==> src/rtl/rail_fence_pkg.sv <==
// Shared definitions for the rail-fence encryptor/decryptor pair.
package rail_fence_pkg;

    localparam logic [7:0] TERM_DEFAULT = 8'hFA;

    localparam logic [1:0] KEY_1R = 2'b01;
    localparam logic [1:0] KEY_2R = 2'b10;
    localparam logic [1:0] KEY_3R = 2'b11;

    typedef enum logic {
        COLLECT = 1'b0,
        EMIT    = 1'b1
    } state_t;

    // Decode a key into a rail count; unused encodings fall back to one rail.
    function automatic logic [1:0] rail_count(input logic [1:0] k);
        case (k)
            KEY_1R:  return 2'd1;
            KEY_2R:  return 2'd2;
            KEY_3R:  return 2'd3;
            default: return 2'd1;
        endcase
    endfunction

endpackage

==> src/rtl/rail_index_gen.sv <==
// Combinational zigzag walker: given the current rail and buffer index,
// produces the next index to read, skipping rails that are empty for this length.
module rail_index_gen #(
    parameter int unsigned IW = 6
) (
    input  logic [1:0]    rails,
    input  logic [1:0]    r,
    input  logic [IW-1:0] idx,
    input  logic [IW-1:0] len,
    output logic [IW-1:0] next_idx,
    output logic [1:0]    next_r,
    output logic          last
);
    // Extra headroom so idx + 4 never wraps even for tiny buffers.
    localparam int unsigned EW = IW + 3;

    logic [EW-1:0] step;
    logic [EW-1:0] cand;
    logic [EW-1:0] nr_ext;

    // Rail r starts at index r, so a rail is non-empty exactly when r < len.
    always_comb begin
        step = EW'(1);
        if (rails == 2'd2)
            step = EW'(2);
        else if (rails == 2'd3)
            step = (r == 2'd1) ? EW'(2) : EW'(4);

        cand     = EW'(idx) + step;
        nr_ext   = EW'(r) + EW'(1);
        next_idx = idx;
        next_r   = r;
        last     = 1'b0;

        if (cand < EW'(len)) begin
            next_idx = cand[IW-1:0];
        end else if ((nr_ext < EW'(rails)) && (nr_ext < EW'(len))) begin
            next_r   = nr_ext[1:0];
            next_idx = nr_ext[IW-1:0];
        end else begin
            last = 1'b1;
        end
    end

endmodule

==> src/rtl/rail_fence_encrypt.sv <==
// Streaming rail-fence encryptor: buffers plaintext up to TERM (or MAX_LEN bytes),
// then emits ciphertext rail by rail followed by TERM.
// Optional port busy is present when RAIL_ENC_BUSY_EN is defined.
module rail_fence_encrypt
    import rail_fence_pkg::*;
#(
    parameter int unsigned MAX_LEN = 32,
    parameter logic [7:0]  TERM    = TERM_DEFAULT
) (
    input  logic       clk,
    input  logic       reset,
    input  logic [7:0] data,
    input  logic [1:0] key,
    output logic [7:0] data_e,
    output logic       valid_e
`ifdef RAIL_ENC_BUSY_EN
    ,
    output logic       busy
`endif
);
    localparam int unsigned   IW      = $clog2(MAX_LEN + 1);
    localparam int unsigned   AW      = (MAX_LEN > 1) ? $clog2(MAX_LEN) : 1;
    localparam logic [IW-1:0] LEN_MAX = IW'(MAX_LEN);

    state_t        state, state_n;
    logic [IW-1:0] len, len_n;
    logic [IW-1:0] idx, idx_n;
    logic [1:0]    r, r_n;
    logic [1:0]    key_q, key_n;
    logic [7:0]    data_e_n;
    logic          valid_e_n;
    logic          wr_en;
    logic          accept;
    logic [1:0]    rails;
    logic [IW-1:0] gen_idx;
    logic [1:0]    gen_r;
    logic          gen_last;
    logic [7:0]    mem [MAX_LEN];

    assign rails = rail_count(key_q);

    rail_index_gen #(.IW(IW)) u_index_gen (
        .rails    (rails),
        .r        (r),
        .idx      (idx),
        .len      (len),
        .next_idx (gen_idx),
        .next_r   (gen_r),
        .last     (gen_last)
    );

    // Next-state and output decode; the TERM output cycle is the one where idx has run past len.
    always_comb begin
        state_n   = state;
        len_n     = len;
        idx_n     = idx;
        r_n       = r;
        key_n     = key_q;
        data_e_n  = data_e;
        valid_e_n = 1'b0;
        wr_en     = 1'b0;
        accept    = 1'b0;

        case (state)
            COLLECT: begin
                accept = (data != TERM) && (len < LEN_MAX);
                if (accept) begin
                    wr_en = 1'b1;
                    len_n = len + IW'(1);
                    if (len == '0)
                        key_n = key;
                end
                if ((data == TERM) && (len == '0))
                    key_n = key;
                if ((data == TERM) || (len == LEN_MAX) || (accept && (len_n == LEN_MAX))) begin
                    state_n = EMIT;
                    r_n     = '0;
                    idx_n   = '0;
                end
            end
            EMIT: begin
                valid_e_n = 1'b1;
                if (idx < len) begin
                    data_e_n = mem[idx[AW-1:0]];
                    idx_n    = gen_last ? len : gen_idx;
                    r_n      = gen_r;
                end else begin
                    data_e_n = TERM;
                    len_n    = '0;
                    state_n  = COLLECT;
                end
            end
            default: state_n = COLLECT;
        endcase
    end

    // State register.
    always_ff @(posedge clk) begin
        if (reset)
            state <= COLLECT;
        else
            state <= state_n;
    end

    // Counters, latched key and registered outputs.
    always_ff @(posedge clk) begin
        if (reset) begin
            len     <= '0;
            idx     <= '0;
            r       <= '0;
            key_q   <= '0;
            data_e  <= '0;
            valid_e <= 1'b0;
        end else begin
            len     <= len_n;
            idx     <= idx_n;
            r       <= r_n;
            key_q   <= key_n;
            data_e  <= data_e_n;
            valid_e <= valid_e_n;
        end
    end

    // Plaintext buffer; contents are don't-care after reset.
    always_ff @(posedge clk) begin
        if (wr_en)
            mem[len[AW-1:0]] <= data;
    end

`ifdef RAIL_ENC_BUSY_EN
    logic busy_n;

    // Stay high through the TERM output cycle, which is already back in COLLECT.
    assign busy_n = (state == EMIT) || (state_n == EMIT);

    // Registered busy flag.
    always_ff @(posedge clk) begin
        if (reset)
            busy <= 1'b0;
        else
            busy <= busy_n;
    end
`endif

endmodule

==> config.mk <==
export PLATFORM = sky130hd
export DESIGN_NAME = rail_fence_encrypt
export DESIGN_NICKNAME = d
export VERILOG_FILES = /design/src/rtl/rail_fence_pkg.sv /design/src/rtl/rail_index_gen.sv /design/src/rtl/rail_fence_encrypt.sv
export SDC_FILE = /design/constraint.sdc
export NUM_CORES = 1
export LEC_CHECK = 0
export CORE_MARGIN = 2
export CORE_UTILIZATION = 35
export CTS_CLUSTER_SIZE = 16
export DETAILED_ROUTE_END_ITERATION = 7
export PLACE_DENSITY = 0.54
export SLEW_MARGIN = 20
export SYNTH_ARGS = -nofsm -noshare
export SYNTH_HDL_FRONTEND = slang
export SYNTH_SLANG_ARGS = --single-unit
export TNS_END_PERCENT = 30
==> constraint.sdc <==
create_clock -name clk -period 6.62 [get_ports clk]
set_input_delay 1.324 -clock clk [delete_from_list [all_inputs] [get_ports clk]]
set_output_delay 1.324 -clock clk [all_outputs]
set_load 0.02 [all_outputs]
==> metrics, run 1 <==
outcome=finished clean; First-pass DRT Iterations=7; synthesized instance count=roughly 660; vias in the first global route=6470; clock power share=43.4%; Post-Route WL=27970 µm; Skew-Pair Late Insertion Delay=560 ps; vias=~6300; largest net degree at the start of global routing=37; Worst path slowest cell=nor2_1; most common library cells after synthesis=edfxtp_1 (256), mux4_2 (64), nor2_1 (47); CTS sink count=287; TNS Setup=0 ps; CP Cell Sequence=clkdlybuf4s50_1, buf_4, nand4b_1, nor2_1, nor3_1, nand2_1, nor2_1; synthesized net count=692; area of the mapped netlist=11770 µm²; top post-synthesis cells by area=edfxtp_1 (65%), mux4_2 (12%), dfxtp_1 (5.3%), ha_1 (2.2%), nor2_1 (1.5%); Post-synth EDFFs=256; CP Capture Type=register; Fin. Hold Viols=0; number of gates resized after CTS=0; hold_buf cts=0; total global routing overflow=0; Final Setup Violations=0; combinational share of power=4.2%; CTS buffer count=29; H-tree Lvls=1; crit path time final=~3700 ps; synthesized area per cell=17.91 µm²; Root Buffer=clkbuf_16; Synth top area share=65.33%; fill count=2978; Synth Register Bits=287; CP max FO=34; Avg Vias per Cell=between 5 and 6; crit start category=input pin; Worst VDD drop=0.2050 mV; Slew Limit Headroom=46.24%; Reg power frac=a little over half; worst slew pin tran=802.9 ps; fin crit share=56.50%; top-count cell post-synth=edfxtp_1; Avg WL per Cell=24.16 µm; chip height=roughly 190 µm; Ys Warns=0; clock transition at the registers of the reported paths=60 ps; share of cells above drive strength 1=17.18%; Final Max Slew Viols=0; Most used DFF post-synth=edfxtp_1; Highest Clock Rate=267.4 MHz; synthesis-to-layout area growth=14.11%; worst min path class=register to register; Worst path most repeated cell=nor2_1; Arr. time, crit path=just under 4000 ps; post-synth top area cell=edfxtp_1; P_int=around 3000 µW; Max Buffers Root-to-Sink=3; CTS tree=yes; Pwr Density=284.9 nW/µm²; I/O pin count=21; total power=roughly 3800 µW; max-cap violations=0; critical path class=input pin to register; Switching Share=20.73%; area of the multi-input gates=3241 µm²; final core utilization=40.34%; Required @ worst endpoint=6810 ps; Pleak=0.004250 µW; Synth cell types=53; first-pass GRT wire length=41990 µm; RSZ-0062 raised after global routing=false; skew final=11.30 ps; Net Sw Power=793.1 µW; Die ar.=35100 µm²; ANT cells=0; FF/Latch Area=approximately 8300 µm²; Placement Rows=67; Die Wd=roughly 190 µm; fin nets=722; GPL Wtd Cong=0.8154; Antenna Nets Post-Route=0; Synth async-reset ratio=0%; # DRC=0; slowest stage delay, CP=720 ps; All-Layer GR Usage=between 10% and 20%; Seq/Total Area, Yosys=70.61%; PortBufs=20; setup bufs post-CTS=0; core outline area=33280 µm²; initial core utilization=between 30% and 40%; initial antenna violation count=0; hpwl dp=18120 µm; DRT iter0 DRCs=just over 500
-- worst paths after layout --
| path | startpoint | to | slack, ps | depth (start not counted) |
|---|---|---|---|---|
| worst max register to register | r[1] | idx[0] | 3040 | 14 |
| worst min register to register | data_e[2] | data_e[2] | 480 | 2 |
| worst max-delay path | data[2] | mem[0][2] | 2880 | 7 |
| worst min-delay path | data_e[2] | data_e[2] | 480 | 2 |
-- placed cells by master (no fill, tap or decap), drive strengths merged, types with 17 or more instances in the layout --
cell,instances
edfxtp,256
clkbuf,39
dfxtp,31
ha,21
a221oi,18
nand2,17
mux4,64
nor2,47
clkdlybuf4s50,20
-- worst max-delay path, delay by kind of cell --
family	cells	cell delay (ps)
AND/OR/NAND/NOR	5	1740
buffers and inverters	2	840
-- through the flow --
stage / cells / worst slack, ps / cell area, µm² / hold WS [ps]
after floorplan: 657 / 3597 / 11770 / 477.7
after global placement: 1104 / 2410 / 12450 / 473.1
after detailed placement: 1104 / 2305 / 12450 / 467.8
after CTS: 1158 / 2878 / 13420 / 486.9
after global routing: 1158 / 2707 / 13430 / 499.2
final: 1158 / 2880 / 13430 / 482.5
-- flip-flops by register name, indices dropped and copies added (netlist names), named ones only --
| name | flops |
|---|---|
| len | 6 |
| state | 1 |
| key_q | 2 |
| idx | 6 |
| valid_e | 1 |
| r | 2 |
| mem | 256 |
| data_e | 8 |
-- power by group through the flow --
stage | sequential (µW) | combinational [µW] | clock, µW
finish | 2010 | 160 | 1660
global route | 2010 | 173 | 1770
CTS | 2010 | 162 | 1700
detailed placement | 2050 | 161 | 0
global placement | 2040 | 156 | 0
floorplan | 2040 | 83.4 | 0
-- final cells by class --
cell class	count	area share (%)
sequential	287	61.90
multi-input combinational	322	24.14
clock buffer	39	5.834
tap	448	4.175
timing repair buffer	31	2.106
clock inverter	15	1.398
inverter	16	0.4473
-- metal layers --
layer / routed length [µm] / vias up / track usage [%]
li1: - / 2759 / -
met1: 11940 / 3278 / 21.42
met2: 13640 / 186 / 26.68
met3: 1678 / 40 / 2.833
met4: 712 / 0 / 4.945
met5: 0 / - / 0
-- kinds of logic after synthesis --
group | Yosys count | share of synthesized area, %
AOI/OAI and AO/OA | 110 | 6.986
xor gates and xnor gates | 7 | 0.5211
adders and majority gates | 23 | 2.573
buffers and inverters | 48 | 1.893
DFF | 287 | 70.61
muxes | 69 | 12.68
and+or+nand+nor | 113 | 4.743
Note: power is estimated with default switching activity, not from simulation.
==> inputs of run 2 (changes only) <==
--- a/config.mk
+++ b/config.mk
@@ -9,7 +9,7 @@
 export CORE_UTILIZATION = 35
 export CTS_CLUSTER_SIZE = 16
 export DETAILED_ROUTE_END_ITERATION = 7
-export PLACE_DENSITY = 0.54
+export PLACE_DENSITY = 0.56
 export SLEW_MARGIN = 20
 export SYNTH_ARGS = -nofsm -noshare
 export SYNTH_HDL_FRONTEND = slang
==> constraint.sdc (replaced) <==
create_clock -name clk -period 3.2 [get_ports clk]
set_input_delay 0.64 -clock clk [delete_from_list [all_inputs] [get_ports clk]]
set_output_delay 0.64 -clock clk [all_outputs]
set_load 0.02 [all_outputs]
==> metrics, run 2 (synthesis results as in run 1) <==
skew final=approximately 15 ps; Required @ worst endpoint=3630 ps; All-Layer GR Usage=15.51%; CP Cell Sequence=inv_1, ha_1, nor2_2, nor2_1, fa_2, a21o_1, nand2_1, xnor2_1, ha_1, a21o_1, a21oi_2, o211ai_1, buf_4, mux2i_2, o2bb2ai_1; area of the multi-input gates=3252 µm²; Critical Path Stages=15; H-tree Lvls=1; clock transition at the registers of the reported paths=60 ps; fill count=2937; fin crit share=approximately 90%; vias in the first global route=6537; Arr. time, crit path=3390 ps; crit path time final=2961 ps; Skew-Pair Late Insertion Delay=around 560 ps; crit start category=register; outcome=finished clean; commonest cells after routing, fill and taps aside=edfxtp_1 (256), mux4_2 (64), nor2_1 (46); critical path startpoint=r[1]; total global routing overflow=0; worst min path class=register to register; hpwl dp=about 19000 µm; max-cap violations=0; largest net degree at the start of global routing=37; Slew Limit Headroom=45.43%; CP Capture Type=register; chip height=around 190 µm; Antenna Nets Post-Route=0; I/O pin count=21; core outline area=33280 µm²; Placement Rows=67; CTS buffer count=29; # DRC=0; PortBufs=20; slowest stage delay, CP=380 ps; Worst path slowest cell=fa_2; Root Buffer=clkbuf_16; hold_buf cts=0; Worst VDD drop=~0.38 mV; GPL Wtd Cong=0.7942; ANT cells=0; Die Wd=187.4 µm; Pleak=0.004393 µW; First-pass DRT Iterations=5; Die ar.=between 30000 and 40000 µm²; FF-to-FF path depth=15; CTS tree=yes; flop-to-flop setup slack=240 ps; worst slew pin tran=roughly 820 ps; Pwr Density=586.4 nW/µm²; first-pass GRT wire length=41140 µm; synthesis-to-layout area growth=16.43%; Highest Clock Rate=337.8 MHz; Avg Vias per Cell=5.360; Avg WL per Cell=roughly 23 µm; CP max FO=6; TNS Setup=0 ps; RSZ-0062 raised after global routing=false; DRT iter0 DRCs=495; critical path class=register to register; CTS sink count=287; initial antenna violation count=0; number of gates resized after CTS=0; total power=8034 µW; Fin. Hold Viols=0; Largest register FFs=256; fin nets=747; final core utilization=41.16%; FF/Latch Area=8312 µm²; Final Setup Violations=0; Buf+Inv Stages, Crit Path=2; Final Max Slew Viols=0; kind of cell adding the most delay to the critical path=adder cells; vias=6336; setup bufs post-CTS=0; initial core utilization=between 30% and 40%; Max Buffers Root-to-Sink=3; r2r startpoint=r[1]; share of cells above drive strength 1=20.30%; Post-Route WL=27300 µm; commonest non-fill, non-tap cell in the layout=edfxtp_1
==> run 2: changes by cell type in the layout (fill, tap and decap cells not counted), moves of 2 or more <==
cell and delta:
buf_4 +21, buf_12 +4, bufinv_16 +2, clkbuf_8 -2, clkinv_1 +2, o21ai_0 -2
==> run 2: per-stage QoR <==
step                worst slack (ps)  hold slack, ps  std cells  area (µm²)
floorplan                      177.3           477.7        657       11770
global placement               138.2           465.5       1129       12690
detailed placement             63.36           464.3       1129       12690
CTS                            40.70           488.5       1182       13680
global route                   45.55           508.3       1182       13700
finish                         239.4           476.5       1182       13700
==> run 2: worst min path at each step <==
stage           endpoint  slack, ps  cells past startpoint      start
2_1_floorplan   register        480                      1     idx[0]
5_1_grt        data_e[0]        510                      2  data_e[0]
4_1_cts        data_e[2]        490                      2  data_e[2]
3_3_place_gp   data_e[2]        470                      2  data_e[2]
3_5_place_dp   data_e[2]        460                      2  data_e[2]
6_report       data_e[2]        480                      2  data_e[2]
==> run 2: routing by layer <==
metal	share of wire, %	global-route usage (%)	up-vias
met5	0	0	-
met4	2.0	3.968	0
met3	4.1	1.782	41
met2	49	26.47	162
met1	45	21.21	3323
li1	-	-	2810
==> run 2: final cells by class <==
| class | instances | share of cell area [%] |
|---|---|---|
| inverters | 16 | 0.4384 |
| flip-flops and latches | 287 | 60.67 |
| clock inverters | 17 | 1.772 |
| multi-input cells | 322 | 23.74 |
| well taps | 448 | 4.092 |
| repair buffers | 56 | 3.799 |
| clock buffers | 36 | 5.489 |
==> run 2: tightest hold or removal path, cell delays in order (launching register included) <==
cell     delay [ps]
dfxtp_1         330
nand2_1          50
o21ai_0          60
==> run 2: where the power goes <==
| part | total [µW] | internal (µW) | leakage (µW) | switching (µW) |
|---|---|---|---|---|
| clock network | 3520 | 2150 | 0.000485 | 1370 |
| logic | 363 | 129 | 0.00134 | 235 |
| registers | 4150 | 4130 | 0.00256 | 19.4 |
| total | 8030 | 6410 | 0.00439 | 1630 |
==> inputs of run 3 (changes only) <==
--- a/config.mk
+++ b/config.mk
@@ -5,6 +5,7 @@
 export SDC_FILE = /design/constraint.sdc
 export NUM_CORES = 1
 export LEC_CHECK = 0
+export ABC_AREA = 1
 export CORE_MARGIN = 2
 export CORE_UTILIZATION = 35
 export CTS_CLUSTER_SIZE = 16
==> constraint.sdc (replaced) <==
create_clock -name clk -period 3.2 [get_ports clk]
set_input_delay 0.64 -clock clk [delete_from_list [all_inputs] [get_ports clk]]
set_output_delay 0.64 -clock clk [all_outputs]
set_load 0.05 [all_outputs]
==> metrics, run 3 <==
H-tree Lvls=1; clock transition at the registers of the reported paths=60 ps; critical path startpoint=r[1]; hpwl dp=20050 µm; initial antenna violation count=0; Max Buffers Root-to-Sink=3; Worst VDD drop=0.3895 mV; synthesized area per cell=11.48 µm²; Place WS=127.0 ps; Setup crit end=r[1]; Reg power frac=54.4%; met2 wire len=between 10000 and 15000 µm; top routing layer in use=met4; First-pass DRT Iterations=5; Ys Warns=0; commonest non-fill, non-tap cell in the layout=edfxtp_1; commonest cells after routing, fill and taps aside=edfxtp_1 (256), nor2_1 (175), nand2_1 (146); fin crit share=91.29%; post-synth top area cell=edfxtp_1; synthesized instance count=1074; synthesis-to-layout area growth=15.09%; Most used DFF post-synth=edfxtp_1; CTS buffer count=29; total global routing overflow=0; area of the mapped netlist=12330 µm²; Highest Clock Rate=342.3 MHz; Slew Limit Headroom=52.90%; PortBufs=20; worst slew pin tran=706.5 ps; Fin. Hold Viols=0; P_int=5987 µW; Final Max Slew Viols=0; core outline area=34630 µm²; TNS Setup=0 ps; r2r startpoint=r[1]; All-Layer GR Usage=between 10% and 20%; final core utilization=40.97%; FF-to-FF path depth=19; Net Sw Power=1629 µW; Synth top area share=just over 60%; Root Buffer=clkbuf_16; Largest register FFs=256; synthesized net count=1109; slowest stage delay, CP=380 ps; Skew-Pair Late Insertion Delay=550 ps; Arr. time, crit path=approximately 3400 ps; Die Wd=about 190 µm; initial core utilization=35.60%; I/O pin count=21; Avg Vias per Cell=approximately 5.2; CTS sink count=roughly 290; Pleak=0.005062 µW; top-count cell post-synth=edfxtp_1; outcome=finished clean; largest net degree at the start of global routing=about 130; Synth Register Bits=287; Seq/Total Area, Yosys=between 60% and 70%; FF/Latch Area=8317 µm²; area of the multi-input gates=3523 µm²; GPL Wtd Cong=0.8777; hold_buf cts=0; max-cap violations=0; Final Worst Setup Slack=278.7 ps; Synth async-reset ratio=0%; Synth cell types=42; # DRC=0; Post-Route WL=31970 µm; Required @ worst endpoint=3630 ps; CP max FO=7; skew final=17.92 ps; Avg WL per Cell=a little under 20 µm; clock power share=40.6%; Buf+Inv Stages, Crit Path=2; crit path time final=2921 ps; DRT iter0 DRCs=roughly 840; first-pass GRT wire length=49130 µm; flop-to-flop setup slack=about 280 ps; ANT cells=0; worst r2r dst=r[1]; Post-synth EDFFs=256; Antenna Nets Post-Route=0; fin nets=1166; vias in the first global route=roughly 8100; share of cells above drive strength 1=12.05%; CP Capture Type=register; worst min path class=register to register; Worst path slowest cell=fa_2; Switching Share=21.39%; CP Cell Sequence=inv_1, ha_1, nor2_2, nor2_2, fa_2, nand2_2, a21oi_1, xor2_1, ha_1, nand2_1, nor2_1, nand4_1, nand3b_1, buf_6, nand2_1, o21ai_2, nand2_1, nand2_1, nor2_1; critical path class=register to register; Worst path most repeated cell=nand2_1; kind of cell adding the most delay to the critical path=simple AND/OR/NAND/NOR gates; CTS tree=yes; Critical Path Stages=19; Die ar.=36740 µm²; met1 wire length=14780 µm; combinational share of power=4.9%; Pwr Density=536.8 nW/µm²; fill count=3292; chip height=191.7 µm; top post-synthesis cells by area=edfxtp_1 (62%), nor2_1 (5.4%), dfxtp_1 (5.0%), nand2_1 (4.5%), o21ai_0 (3.6%); most common library cells after synthesis=edfxtp_1 (256), nor2_1 (177), nand2_1 (148); vias=8414; Placement Rows=roughly 70; WL met3=between 1500 and 2000 µm; Final Setup Violations=0; crit start category=register
==> run 3: changes by cell type after synthesis, sizes merged, moves of 17 or more <==
cell | previous run | this run
nand2 | 17 | 154
nor2 | 47 | 181
o21ai | 15 | 113
nand3 | 16 | 84
mux4 | 64 | 0
o211ai | 4 | 36
inv | 15 | 43
a21oi | 15 | 37
buf | 17 | 38
o221ai | 0 | 18
a221oi | 18 | 1
==> run 3: metal layers <==
| layer | GRT usage [%] | vias to the layer above |
|---|---|---|
| li1 | - | 3968 |
| met1 | 26.36 | 4170 |
| met2 | 27.96 | 240 |
| met3 | 1.845 | 36 |
| met4 | 3.580 | 0 |
| met5 | 0 | - |
==> run 3: area by class of cell <==
type                            count  share of cell area (%)
Clock inverter                     10                  0.3439
Tap cell                          455                   4.013
Inverter                           43                   1.164
Multi-Input combinational cell    682                   24.83
Clock buffer                       44                   5.724
Sequential cell                   287                   58.62
Timing Repair Buffer               88                   5.300
==> run 3: timing repair <==
| item | in CTS | in global routing |
|---|---|---|
| endpoints found under the hold margin | 0 | 0 |
| setup buffers | 0 | 1 |
| gates resized for setup | 0 | 16 |
| setup endpoints to repair | 0 | 13 |
==> run 3: worst reg2reg max path: cells and delay by family, from the launching register on <==
kind	cells	cell delay, ps
AO/OA/AOI/OAI	2	270
adder cells (fa/ha/maj)	3	860
AND/OR/NAND/NOR	11	990
flip-flops	1	360
buffers and inverters	2	190
XOR/XNOR	1	160
==> run 3: power groups by stage <==
stage | combinational, µW | sequential [µW] | clock (µW)
final | 375 | 4150 | 3090
after global routing | 419 | 4150 | 3300
after CTS | 366 | 4150 | 3160
after detailed placement | 364 | 4230 | 0
after global placement | 360 | 4230 | 0
after floorplan | 189 | 4220 | 0
==> run 3: cell families (layout without fill, tap and decap cells) <==
kind of cell | count (synthesis) | count (layout) | synth area share [%]
AOI/OAI and AO/OA | 222 | 222 | 10.70
xor gates and xnor gates | 4 | 4 | 0.2843
adders and majority gates | 23 | 23 | 2.456
buffers and inverters | 105 | 185 | 4.395
DFF | 287 | 287 | 67.40
and+or+nand+nor | 433 | 433 | 14.77
==> run 3: how the worst min path moves through the flow <==
| stage | endpoint | cells after the start | start |
|---|---|---|---|
| floorplan | idx[5] | 2 | idx[5] |
| global placement | data_e[0] | 2 | data_e[0] |
| detailed placement | data_e[2] | 2 | data_e[2] |
| CTS | data_e[2] | 2 | data_e[2] |
| global route | data_e[6] | 2 | data_e[6] |
| finish | data_e[2] | 2 | data_e[2] |
==> run 3: through the flow <==
step,hold slack [ps],instance area (µm²),total power [µW],cells
finish,474.0,14190,7616,1609
global route,502.4,14190,7866,1609
CTS,479.1,14130,7670,1608
detailed placement,468.1,13270,4591,1554
global placement,459.3,13270,4586,1554
floorplan,466.5,12330,4411,1074
